<file path="src/rtl/if_pkg.sv">
// Shared types and constants for the instruction fetch stage.
package if_pkg;

    // Fetch controller states: normal fetching, waiting with a buffered word,
    // and draining a request made stale by a redirect.
    typedef enum logic [1:0] {
        FETCH = 2'd0,
        HOLD  = 2'd1,
        DRAIN = 2'd2
    } fetch_state_e;

    localparam logic [31:0] PC_INC           = 32'd4;
    localparam logic [31:0] DEFAULT_RESET_PC = 32'h0000_0000;

endpackage

</file>
<file path="src/rtl/if_fetch_stage.sv">
// Instruction fetch stage: PC register, memory request handshake, one-entry
// hold buffer and the IF/ID pipeline register.
module if_fetch_stage
    import if_pkg::*;
#(
    parameter logic [31:0] RESET_PC = DEFAULT_RESET_PC
) (
    input  logic        clk,
    input  logic        rst,
    input  logic [31:0] npc,
    input  logic        redirect,
    input  logic        stall,
    input  logic        imem_ack,
    input  logic [31:0] imem_rdata,
    output logic [31:0] pc,
    output logic [31:0] pc4,
    output logic        imem_req,
    output logic [31:0] imem_addr,
    output logic        ifid_valid,
    output logic [31:0] ifid_inst,
    output logic [31:0] ifid_pc4
);

    fetch_state_e state_q, state_d;
    logic [31:0]  pc_q, pc_d;
    logic [31:0]  addr_q, addr_d;
    logic         ifid_valid_q, ifid_valid_d;
    logic [31:0]  ifid_inst_q, ifid_inst_d;
    logic [31:0]  ifid_pc4_q, ifid_pc4_d;
    logic [31:0]  hold_inst_q, hold_inst_d;
    logic [31:0]  hold_pc4_q, hold_pc4_d;
    logic [31:0]  req_pc4;

    assign pc4        = pc_q + PC_INC;
    assign req_pc4    = addr_q + PC_INC;
    assign pc         = pc_q;
    assign imem_addr  = addr_q;
    // A request is outstanding in FETCH and DRAIN; reset silences it at once.
    assign imem_req   = ~rst & (state_q != HOLD);
    assign ifid_valid = ifid_valid_q;
    assign ifid_inst  = ifid_inst_q;
    assign ifid_pc4   = ifid_pc4_q;

    // State register with synchronous reset.
    always_ff @(posedge clk) begin
        if (rst) begin
            state_q      <= FETCH;
            pc_q         <= RESET_PC;
            addr_q       <= RESET_PC;
            ifid_valid_q <= 1'b0;
            ifid_inst_q  <= '0;
            ifid_pc4_q   <= '0;
            hold_inst_q  <= '0;
            hold_pc4_q   <= '0;
        end else begin
            state_q      <= state_d;
            pc_q         <= pc_d;
            addr_q       <= addr_d;
            ifid_valid_q <= ifid_valid_d;
            ifid_inst_q  <= ifid_inst_d;
            ifid_pc4_q   <= ifid_pc4_d;
            hold_inst_q  <= hold_inst_d;
            hold_pc4_q   <= hold_pc4_d;
        end
    end

    // Next-state logic: redirect beats stall; a redirect with the request
    // still in flight waits in DRAIN so the memory sees a stable request.
    always_comb begin
        state_d      = state_q;
        pc_d         = pc_q;
        addr_d       = addr_q;
        ifid_valid_d = ifid_valid_q;
        ifid_inst_d  = ifid_inst_q;
        ifid_pc4_d   = ifid_pc4_q;
        hold_inst_d  = hold_inst_q;
        hold_pc4_d   = hold_pc4_q;
        unique case (state_q)
            FETCH: begin
                if (redirect) begin
                    pc_d         = npc;
                    ifid_valid_d = 1'b0;
                    if (imem_ack) begin
                        addr_d = npc;
                    end else begin
                        state_d = DRAIN;
                    end
                end else if (imem_ack) begin
                    pc_d   = pc4;
                    addr_d = pc4;
                    if (!ifid_valid_q || !stall) begin
                        ifid_inst_d  = imem_rdata;
                        ifid_pc4_d   = req_pc4;
                        ifid_valid_d = 1'b1;
                    end else begin
                        hold_inst_d = imem_rdata;
                        hold_pc4_d  = req_pc4;
                        state_d     = HOLD;
                    end
                end else if (ifid_valid_q && !stall) begin
                    ifid_valid_d = 1'b0;
                end
            end
            HOLD: begin
                if (redirect) begin
                    pc_d         = npc;
                    addr_d       = npc;
                    ifid_valid_d = 1'b0;
                    hold_inst_d  = '0;
                    hold_pc4_d   = '0;
                    state_d      = FETCH;
                end else if (!stall) begin
                    ifid_inst_d = hold_inst_q;
                    ifid_pc4_d  = hold_pc4_q;
                    state_d     = FETCH;
                end
            end
            DRAIN: begin
                if (redirect) begin
                    pc_d = npc;
                end
                if (imem_ack) begin
                    addr_d  = redirect ? npc : pc_q;
                    state_d = FETCH;
                end
            end
            default: begin
                state_d = FETCH;
            end
        endcase
    end

endmodule

</file>
<file path="config.mk">
export PLATFORM = sky130hd
export DESIGN_NAME = if_fetch_stage
export DESIGN_NICKNAME = d
export VERILOG_FILES = /design/src/rtl/if_pkg.sv /design/src/rtl/if_fetch_stage.sv
export SDC_FILE = /design/constraint.sdc
export NUM_CORES = 1
export LEC_CHECK = 0
export CORE_MARGIN = 5
export CORE_UTILIZATION = 43
export DETAILED_ROUTE_END_ITERATION = 8
export HOLD_SLACK_MARGIN = 0.06
export PLACE_DENSITY_LB_ADDON = 0.25
export SLEW_MARGIN = 5
export SYNTH_ARGS = -nofsm -noshare
export SYNTH_HDL_FRONTEND = slang
export SYNTH_SLANG_ARGS = --single-unit
</file>
<file path="constraint.sdc">
create_clock -name clk -period 3.56 [get_ports clk]
set_input_delay 0.534 -clock clk [delete_from_list [all_inputs] [get_ports clk]]
set_output_delay 0.534 -clock clk [all_outputs]
set_load 0.03 [all_outputs]
</file>
* Word-level counts from Yosys, hierarchy flattened *
Cells that the tools add are included.

word-level totals
  register bits = 195
  bits of input ports = 69
  output and inout bits = 162
  logic and storage cells = 88

cells by class
  add/sub/neg operators = 2
  equal/unequal tests = 17
  multiplexer cells = 44
  bitwise operators = 2
  reductions and logical operators = 15

operator list
  kind                                                                    number
  32-bit two-way mux                                                      24
  32-bit case mux with 2 select lines                                     5
  32-bit case mux with 3 select lines                                     1
  32-bit by 3-bit adder with 32-bit output (second input constant)        2
  2-bit != test (second input constant)                                   8
  2-bit two-way mux                                                       7
  3-bit != test (second input constant)                                   4
  5-bit AND reduction                                                     2
  4-bit != test (second input constant)                                   2
  4-bit AND reduction                                                     2
  2-bit case mux with 3 select lines                                      1
  6-bit AND reduction                                                     1
  1-bit two-way mux                                                       5
  2-bit nonzero test                                                      2
  3-bit nonzero test                                                      1
  2-bit by 1-bit equality test with 1-bit output (second input constant)  1
  2-bit equality test (second input constant)                             1
  1-bit logical NOT                                                       2
  2-bit logical NOT                                                       1
  2-bit by 1-bit != test with 1-bit output (second input constant)        1
  1-bit case mux with 2 select lines                                      1
  2-bit AND reduction                                                     1
  2-bit OR reduction                                                      1
  1-bit AND                                                               1
  3 further kinds                                                         3

* Depth between registers and ports, before layout *
Gate-level depths: netlist of run 1.

  depth in word-level cells = 6
  depth in mapped cells = 10
  depth with buffers taken out = 7

* Worst setup path before layout of run 1 *
Ideal clock, no wire load.

  kind = reg-to-output
  start = reg pc_q[2], in the netlist pc[2]
  end = out pc4[26]
  data arrival time = 2.375 ns
  data required time = 3.026 ns
  slack = 0.651 ns
  stages on the path, launching flop included = 7
  buffers on the path = 1
  path through = dfxtp_1 ha_1 and3_1 buf_4 nand3_4 or4_4 xnor2_1

between the ends
  word-level cells in the longest chain between the ends = 1

RTL lines
  what                                      line                  source
  start, declared                           if_fetch_stage.sv:25  logic [31:0] pc_q, pc_d;
  start signal, assigned                    if_fetch_stage.sv:57  pc_q <= pc_d;
  32-bit by 3-bit adder with 32-bit output  if_fetch_stage.sv:34  assign pc4 = pc_q + PC_INC;
  end, declared                             if_fetch_stage.sv:16  output logic [31:0] pc4,

Every way passes these cells.

* Final worst setup path of run 1 *
  start = reg pc_q[13], in the netlist pc[13]
  end = out pc4[29]

The elaborated chain is that of the path after synthesis.

==> metrics.yaml, run 1 <==
floorplan:
  std_cell_rows: 56
  dieWidth_um: 165
  ios: 231
  chipHeight_um: 165
  dieArea_sq_mm: 0.0273
  coreArea_sq_mm: 0.0236
  initial_core_util: 0.439
global_route:
  grt_pass1_vias: 9875
  grt_antenna_before_repair: 1
  grt_max_degree: 92
  grt_pass1_wl_um: 56600
  overflow: 0
  grtUsageTotal: 0.262
setup_path:
  r2r-end: "pc[12]$_SDFFE_PP0P_"
  slowest_delay_ns: 0.59
  r2r_slack_ns: 0.47
  path_cells: "and4_1, buf_4, nand4_1, o31a_1, or2_2, clkdlybuf4s50_1"
  crit_required_ns: 3.03
  path_delay_family: "simple AND/OR/NAND/NOR gates"
  crit_buf_inv: 2
  path_class: "reg2out"
  critical-path-slowest-cell: "clkdlybuf4s50_1"
  cp-start-kind: "flop"
  endpoint_kind: "output port"
  arrival_ns: 2.91
  reg2reg_from: "state_q[0]$_SDFFE_PP0P_"
  r2r_cells: 7
  cp_max_fo: 8
sta:
  whs_ns: 0.447
  finalMaxSlewViolations: 0
  relSlewSlack: 0.302
  setup_ws_ns: 0.121
  worst_pin_slew_ns: 1.05
  fin_crit_sh: 0.966
  fmax_mhz: 291
  rsz0062_at_grt: "false"
  fin_crit_ns: 3.44
  finalSetupViolCount: 0
  finalSetupTns_ns: 0
  final_hold_viol_count: 0
  clock_skew_ns: 0.0188
hold_path:
  hp-class: "reg2reg"
  hold_path_depth: 2
  hp-start: "hold_pc4_q[28]$_SDFFE_PP0P_"
  min_to: "hold_pc4_q[28]$_SDFFE_PP0P_"
synth:
  yosysMostFrequentCell: "dfxtp_1"
  ys_ff_latch: 195
  synthTopCellsByArea: "dfxtp_1 (38%), nor2_1 (5.3%), a21oi_1 (5.0%)"
  yosysTopAreaCellShare: 0.376
  synth.distinct_cells: 75
  synthesis.nets: 1364
  ys_warn_count: 0
  synth_area_sq_mm: 0.0104
  synth_top_area_cell: "dfxtp_1"
  yosysSeqAreaShare: 0.376
  synth_cells: 1290
  synth_ff_type: "dfxtp_1"
  avgSynthCellArea_sq_um: 8.04
  synth_top_cells_by_count: "dfxtp_1 (195), nor2_1 (147), a21oi_1 (104)"
  synth-edff-count: 0
  async_flop_share: 0
final_layout:
  fin_nets: 1533
  final_cells: 1791
  antennaDiodeCount: 0
  syn_to_final_growth_pct: 30.6
  drive_gt1_frac: 0.0802
pwr:
  ir_drop_mv: 0.343
  power.leakage_uw: 0.00480
  power.density_mw_per_mm2: 532
clock_tree:
  clock_sinks: 195
  cts-root-buf: "clkbuf_16"
  cts_setup_buffers: 0
  cts_max_path_buffers: 2
  h-tree-depth: 4
  cts_tree: "built"
  cts_made_buffers: 17
  holdBufCountCts: 0
  clkTransAtPathRegs_ns: 0.08
  clkLatencyLatePin_ns: 0.44
drt:
  post_drt_wl_per_cell_um: 20.6
  drc_errors: 0
  vias: 10700
  drtIter0Drc: 1216
  viasPerCell: 5.98
  drt_first_pass_iters: 7
  drtAntennaViolNets: 0
  drt-total-wl_um: 36800
flow_run:
  maxCapViolCount: 0
placed_design:
  dp_hpwl_um: 26100
  place_ws_ns: 0.546
  routabilityCongestion: 0.957
  numPlacedInstances: 1759
  io_buffers: 230
run_status:
  status: "finished clean"
-- cells in the final DEF, fill, tap and decap left out, types with 13 or more instances in the layout --
cell type,n
a21oi_1,104
clkbuf_16,17
and3_1,55
dfxtp_1,194
nor2_1,147
inv_1,19
nand3_1,40
or2_2,13
buf_4,45
clkdlybuf4s50_1,226
o22ai_1,17
nand2_1,78
nand2b_1,14
nor3_1,29
nor4_1,25
xnor2_1,28
o21ai_0,59
a221oi_1,19
xor2_1,17
o211ai_1,16
nand4_1,26
a211oi_1,58
mux2i_1,41
-- sequential cells by signal, indices dropped and copies added, names as in the netlist --
signal	cells
imem_addr	32
pc	32
ifid_valid	1
ifid_pc4	32
hold_inst_q	32
hold_pc4_q	32
state_q	2
ifid_inst	32
-- per-stage QoR --
stage	area, sq um	power (uW)	util
floorplan	10400	4180	-
CTS	13500	7200	0.573
finish	13600	7210	0.574
global placement	12900	5250	0.547
global route	13600	7510	0.574
detailed placement	12900	5260	0.547
-- kinds of logic after synthesis --
family | share of synthesized area
mux | 0.0428
compound gates | 0.231
xor+xnor | 0.0380
simple gates | 0.247
flops | 0.376
fa+ha+maj | 0.00603
buf+inv | 0.0589
-- worst max-delay path by stage --
stage          endpoint                 from  cells past startpoint  slack, ns
2_1_floorplan   pc4[26]   pc[2]$_SDFFE_PP0P_                      6       0.65
3_3_place_gp    pc4[14]   pc[2]$_SDFFE_PP0P_                      5       0.59
3_5_place_dp    pc4[21]   pc[9]$_SDFFE_PP0P_                      5       0.55
4_1_cts         pc4[24]   pc[2]$_SDFFE_PP0P_                      6       0.05
5_1_grt         pc4[30]   pc[3]$_SDFFE_PP0P_                      6      0.003
6_report        pc4[29]  pc[13]$_SDFFE_PP0P_                      6       0.12
-- worst reg2reg max path, stage by stage (launching register included) --
cell	delay, ns
dfxtp_1	0.43
inv_1	0.10
ha_1	0.64
clkinv_1	0.51
nand2_1	0.80
or3_1	0.22
a21oi_1	0.07
nor4_1	0.25
-- cell type report --
cell class | instances | area [sq um]
clock buffers | 17 | 425
clock inverters | 15 | 180
fillers | 2194 | 10100
inverters | 21 | 78.8
multi-input cells | 949 | 5910
flip-flops and latches | 195 | 3910
well taps | 319 | 399
repair buffers | 275 | 2650
-- per-layer routing --
metal,GRT usage,vias to the layer above,routed length [um],part of all wire
met5,0,-,11,0.00030
met4,0.0825,2,908,0.025
met3,0.0511,65,3030,0.082
met2,0.402,508,16500,0.45
met1,0.372,5013,16300,0.44
li1,-,5117,-,-
-- power breakdown --
part           total (uW)  internal [uW]  switching, uW
registers            2690           2400            290
clock network        1960            955           1000
logic                2560            981           1580
-- timing repair --
action,in CTS,in global routing
resized for setup,0,6
endpoints found under the setup margin,0,10
hold endpoints to repair,0,0
Note: power is estimated with default switching activity, not from simulation.
==> run 2: changes to the inputs <==
--- a/config.mk
+++ b/config.mk
@@ -11,5 +11,4 @@
 export HOLD_SLACK_MARGIN = 0.06
 export PLACE_DENSITY_LB_ADDON = 0.25
-export SLEW_MARGIN = 5
 export SYNTH_ARGS = -nofsm -noshare
 export SYNTH_HDL_FRONTEND = slang
==> constraint.sdc (replaced) <==
create_clock -name clk -period 3.56 [get_ports clk]
set_input_delay 0.712 -clock clk [delete_from_list [all_inputs] [get_ports clk]]
set_output_delay 0.712 -clock clk [all_outputs]
set_load 0.03 [all_outputs]
==> run 2 against run 1 <==
  * Largest power group unchanged
  * Die area unchanged
  * Highest routed layer unchanged
  * Sequential cell count unchanged
  * Final cell count is 0.56% higher
  * Clock skew barely moved
  * Critical path type unchanged
==> metrics.yaml, run 2 (synthesized netlist as in run 1, its figures left out) <==
run_status:
  status: "finished clean"
global_route:
  grt_max_degree: 81  # -12%
  grt_pass1_vias: 9985  # +1.1%
  grt_antenna_before_repair: 1  # unchanged
  grt_pass1_wl_um: 56500  # about the same
  grtUsageTotal: 0.261  # -0.000647
  overflow: 0  # unchanged
final_layout:
  final_cells: 1801  # +0.56%
  nFillCells: 2156  # -1.7%
  multi_input_area_sq_mm: 0.00593  # +0.30%
  drive_gt1_frac: 0.0904  # +0.0103
  mostFrequentLayoutCells: "clkdlybuf4s50_1 (217), dfxtp_1 (192), nor2_1 (147)"
  mostFrequentLayoutCell: "clkdlybuf4s50_1"
  fin_nets: 1543  # +0.65%
  syn_to_final_growth_pct: 32.1
  fin_util: 0.580  # +0.00657
  regArea_sq_mm: 0.00391  # about the same
  antennaDiodeCount: 0  # unchanged
floorplan:
  std_cell_rows: 56  # unchanged
  dieWidth_um: 165  # unchanged
  initial_core_util: 0.439  # unchanged
  dieArea_sq_mm: 0.0273  # unchanged
  coreArea_sq_mm: 0.0236  # unchanged
  chipHeight_um: 165  # unchanged
  ios: 231  # unchanged
setup_path:
  arrival_ns: 2.76  # -0.15 ns
  path_class: "reg2out"
  critical-path-slowest-cell: "clkdlybuf4s50_1"
  cp-startpoint: "pc[9]$_SDFFE_PP0P_"
  reg2reg_from: "state_q[0]$_SDFFE_PP0P_"
  r2r_cells: 7  # unchanged
  crit_required_ns: 2.85  # -0.18 ns
  r2r_slack_ns: 0.49  # +0.02 ns
  slowest_delay_ns: 0.75  # +0.16 ns
  path_cells: "nand2_1, nor4_1, xor2_1, clkdlybuf4s50_1"
  r2r-end: "imem_addr[10]$_SDFFE_PP0P_"
  cp-start-kind: "flop"
  endpoint_kind: "output port"
  cp_max_fo: 8  # unchanged
sta:
  fmax_mhz: 288  # -0.97%
  worst_pin_slew_ns: 0.853  # -0.194 ns
  relSlewSlack: 0.431  # +0.130
  fin_crit_sh: 0.976  # +0.00946
  finalMaxSlewViolations: 0  # unchanged
  fin_crit_ns: 3.47  # +0.0337 ns
  whs_ns: 0.446  # -0.000571 ns
  setup_ws_ns: 0.0871  # -0.0337 ns
  rsz0062_at_grt: "false"
  final_hold_viol_count: 0  # unchanged
  clock_skew_ns: 0.0188  # +0.0000174 ns
  finalSetupTns_ns: 0  # unchanged
  finalSetupViolCount: 0  # unchanged
clock_tree:
  clkTransAtPathRegs_ns: 0.09  # about the same
  clock_sinks: 195  # unchanged
  cts-root-buf: "clkbuf_16"
  cts_tree: "built"
  holdBufCountCts: 0  # unchanged
  clkLatencyLatePin_ns: 0.45  # about the same
  h-tree-depth: 4  # unchanged
  cts_max_path_buffers: 2  # unchanged
  cts_made_buffers: 17  # unchanged
drt:
  drc_errors: 0  # unchanged
  drt_first_pass_iters: 7  # unchanged
  drtIter0Drc: 1093  # -10%
  viasPerCell: 6.03  # +0.94%
  vias: 10900  # +1.5%
  post_drt_wl_per_cell_um: 20.5  # -0.27%
  drtAntennaViolNets: 0  # unchanged
  drt-total-wl_um: 36900  # +0.29%
placed_design:
  routabilityCongestion: 1.02  # +6.2%
  dp_hpwl_um: 26100  # unchanged
  place_ws_ns: 0.379  # -0.167 ns
  io_buffers: 230  # unchanged
  numPlacedInstances: 1767  # +0.45%
flow_run:
  maxCapViolCount: 0  # unchanged
hold_path:
  hold_path_depth: 2  # unchanged
  hp-start: "hold_pc4_q[28]$_SDFFE_PP0P_"
  min_to: "hold_pc4_q[28]$_SDFFE_PP0P_"
  hp-class: "reg2reg"
pwr:
  ir_drop_mv: 0.299  # -13%
  power.leakage_uw: 0.00498  # +3.6%
  power.density_mw_per_mm2: 531  # -0.19%
## run 2: cell count changes in the layout (fill, tap and decap cells not counted), moves of 2 or more
cell / before / now
dlymetal6s2s_1: 1 / 5
inv_8: 5 / 3
dlygate4sd2_1: 0 / 5
buf_12: 1 / 4
dfxtp_2: 1 / 3
and4_1: 12 / 9
clkdlybuf4s50_1: 226 / 217
buf_4: 45 / 52
inv_12: 0 / 2
and4_2: 1 / 4
dfxtp_1: 194 / 192
## run 2: final cells by class
class / instances / area share
Sequential cell: 195 / 0.285
Timing Repair Buffer: 285 / 0.202
Tap cell: 319 / 0.0291
Inverter: 21 / 0.00575
Multi-Input combinational cell: 949 / 0.433
Clock inverter: 15 / 0.0145
Clock buffer: 17 / 0.0310
## run 2: repair_timing
item                                    in CTS  in global routing
gates resized for setup                      8                 14
setup buffers                                2                  0
endpoints found under the setup margin      10                 11
pin swaps                                    1                  0
## run 2: critical path: cells and delay by family, from the launching register on
family                 cells  cell delay (ns)
buffers and inverters      1             0.75
AND/OR/NAND/NOR            2             0.74
flip-flops                 1             0.49
XOR/XNOR                   1             0.32
## run 2: routing by layer
metal / up-vias / global-route usage / wire [um]
met4: 2 / 0.0945 / 1180
li1: 5117 / - / -
met3: 88 / 0.0650 / 3660
met2: 606 / 0.396 / 16400
met5: - / 0 / 11
met1: 5053 / 0.361 / 15700
## run 2: how the worst max path moves through the flow
stage	endpoint	slack [ns]	cells after the start
6_report	pc4[15]	0.09	4
5_1_grt	pc4[26]	0.02	6
4_1_cts	pc4[14]	0.0004	5
3_5_place_dp	pc4[14]	0.38	5
3_3_place_gp	pc4[24]	0.44	6
2_1_floorplan	pc4[26]	0.47	6
## run 2: metrics by stage
| stage | total power, uW | area, sq um |
|---|---|---|
| after global routing | 7580 | 13700 |
| after floorplan | 4180 | 10400 |
| after global placement | 5270 | 13000 |
| final | 7280 | 13700 |
| after detailed placement | 5280 | 13000 |
| after CTS | 7270 | 13700 |
## run 2: where the power goes
group,switching (uW),internal (uW)
Sequential,270,2400
Clock,1030,970
Combinational,1600,995
==> run 3: changes to the inputs <==
Settings changed: ABC_CLOCK_PERIOD_IN_PS set to 3600.
Clock period 3.56 ns to 3.6 ns, I/O delays scaled along.
==> run 3 against run 2 <==
  * Register-to-register slack gained 0.24 ns
  * Cell area down 0.36%
  * Critical path depth rose by 2
  * Clock power about the same
  * Final cell count decreased by 0.17%
  * Worst setup slack better by 0.0043 ns
  * Non-clock buffer count shrank 3
  * Clock skew shrank 0.0026 ns
  * Critical path type unchanged
  * Via count fell by 0.15%
  * First-iteration DRC count grew 5.4%
==> metrics.yaml, run 3 (synthesized netlist as in run 1, its figures left out) <==
pwr:
  ir_drop_mv: 0.334  # +12%
  combinationalPowerShare: 0.355  # -0.002
  swShare: 0.400  # +0.000593
  p_clk_frac: 0.274  # -0.002
  internal_power_uw: 4310  # -1.2%
  power.density_mw_per_mm2: 527  # -0.76%
  power_switching_uw: 2880  # -0.98%
  seqPwrFrac: 0.371  # +0.004
  power.leakage_uw: 0.00495  # -0.61%
floorplan:
  std_cell_rows: 56  # unchanged
  chipHeight_um: 165  # unchanged
  ios: 231  # unchanged
  coreArea_sq_mm: 0.0236  # unchanged
  initial_core_util: 0.439  # unchanged
  dieWidth_um: 165  # unchanged
  dieArea_sq_mm: 0.0273  # unchanged
setup_path:
  path_class: "reg2out"
  crit_required_ns: 2.88  # +0.03 ns
  endpoint_kind: "output port"
  cp_max_fo: 8  # unchanged
  path_cells: "and3_1, buf_4, nand4_1, o31a_1, or2_2, clkdlybuf4s50_1"
  cp-start-kind: "flop"
  critical-path-slowest-cell: "clkdlybuf4s50_1"
  arrival_ns: 2.79  # +0.03 ns
  crit_buf_inv: 2  # +1
  path_delay_family: "buffers and inverters"
  slowest_delay_ns: 0.60  # -0.15 ns
global_route:
  overflow: 0  # unchanged
  grt_pass1_vias: 10000  # +0.26%
  grt_antenna_before_repair: 1  # unchanged
  grt_pass1_wl_um: 56700  # +0.29%
  grtUsageTotal: 0.263  # +0.00197
  grt_max_degree: 89  # +9.9%
final_layout:
  stdcell_area_sq_mm: 0.0137  # -0.36%
  drive_gt1_frac: 0.0892  # -0.00117
  mostFrequentLayoutCells: "clkdlybuf4s50_1 (217), dfxtp_1 (191), nor2_1 (147)"
  antennaDiodeCount: 0  # unchanged
  syn_to_final_growth_pct: 31.7
  nFillCells: 2219  # +2.9%
  fin_nets: 1540  # -0.19%
  mostFrequentLayoutCell: "clkdlybuf4s50_1"
sta:
  worst_pin_slew_ns: 1.14  # +0.289 ns
  relSlewSlack: 0.239  # -0.192
  finalMaxSlewViolations: 0  # unchanged
  final_hold_viol_count: 0  # unchanged
  rsz0062_at_grt: "false"
  finalSetupViolCount: 0  # unchanged
  fin_crit_sh: 0.975
  whs_ns: 0.446  # -0.000478 ns
  clock_skew_ns: 0.0163  # -0.00257 ns
  fin_crit_ns: 3.51
  finalSetupTns_ns: 0  # unchanged
  fmax_mhz: 285
placed_design:
  io_buffers: 230  # unchanged
  routabilityCongestion: 0.963  # -5.2%
  dpl-instance-area_sq_mm: 0.0130  # -0.15%
  dp_hpwl_um: 26500  # +1.5%
clock_tree:
  clkTransAtPathRegs_ns: 0.08  # about the same
  h-tree-depth: 4  # unchanged
  holdBufCountCts: 0  # unchanged
  clkLatencyLatePin_ns: 0.44  # about the same
  cts_made_buffers: 17  # unchanged
  clock_sinks: 195  # unchanged
  cts_setup_buffers: 0  # -2
  cts_max_path_buffers: 2  # unchanged
  cts_tree: "built"
  cts-root-buf: "clkbuf_16"
drt:
  drt-total-wl_um: 37700  # +2.1%
  vias: 10900  # -0.15%
  drtIter0Drc: 1152  # +5.4%
  drtAntennaViolNets: 0  # unchanged
  drc_errors: 0  # unchanged
  viasPerCell: 6.03  # about the same
  post_drt_wl_per_cell_um: 21.0  # +2.2%
  drt_first_pass_iters: 5  # -2
hold_path:
  hp-class: "reg2reg"
run_status:
  status: "finished clean"
flow_run:
  maxCapViolCount: 0  # unchanged
## run 3: layout make-up
class,count,area [sq um],share of cell area
clock buffers,17,425,0.0312
clock inverters,15,194,0.0142
inverters,21,78.8,0.00577
flip-flops and latches,195,3910,0.286
multi-input cells,949,5930,0.434
well taps,319,399,0.0292
repair buffers,282,2720,0.199
## run 3: metal layers
| layer | vias up | track usage | share of wire |
|---|---|---|---|
| li1 | 5109 | - | - |
| met5 | - | 0 | 0.00032 |
| met3 | 79 | 0.0688 | 0.095 |
| met2 | 545 | 0.404 | 0.45 |
| met1 | 5115 | 0.361 | 0.43 |
| met4 | 2 | 0.0870 | 0.028 |
## run 3: tightest hold or removal path: cells and delay by family (launching register included)
family	cells	cell delay [ns]
simple gates	1	0.05
flops	1	0.31
compound gates	1	0.05
## run 3: path summary, 6_finish.rpt
kind	from	to	slack, ns	cells past startpoint
setup / recovery	pc[8]$_SDFFE_PP0P_	pc4[31]	0.09	6
hold / removal	hold_pc4_q[28]$_SDFFE_PP0P_	hold_pc4_q[28]$_SDFFE_PP0P_	0.45	2
setup reg to reg	state_q[1]$_SDFFE_PP0P_	imem_addr[25]$_SDFFE_PP0P_	0.73	7
hold reg to reg	hold_pc4_q[28]$_SDFFE_PP0P_	hold_pc4_q[28]$_SDFFE_PP0P_	0.45	2
## run 3: stage by stage
step	power, uW	util	worst slack, ns	std cells
6_report	7190	0.578	0.0914	1798
5_1_grt	7490	0.578	0.00401	1798
4_1_cts	7190	0.577	0.00370	1798
3_5_place_dp	5220	0.550	0.345	1766
3_3_place_gp	5210	0.550	0.454	1766
2_1_floorplan	4130	-	0.505	1290
## run 3: power by group through the flow
stage               combinational, uW  clock (uW)  sequential (uW)
finish                           2550        1970             2670
global route                     2700        2090             2700
CTS                              2530        2010             2660
detailed placement               2520           0             2700
global placement                 2510           0             2700
floorplan                        1120           0             3020
## run 3: timing repair
action / CTS / global route
setup endpoints to repair: 8 / 15
pin swaps: 0 / 0
gates resized for setup: 8 / 15
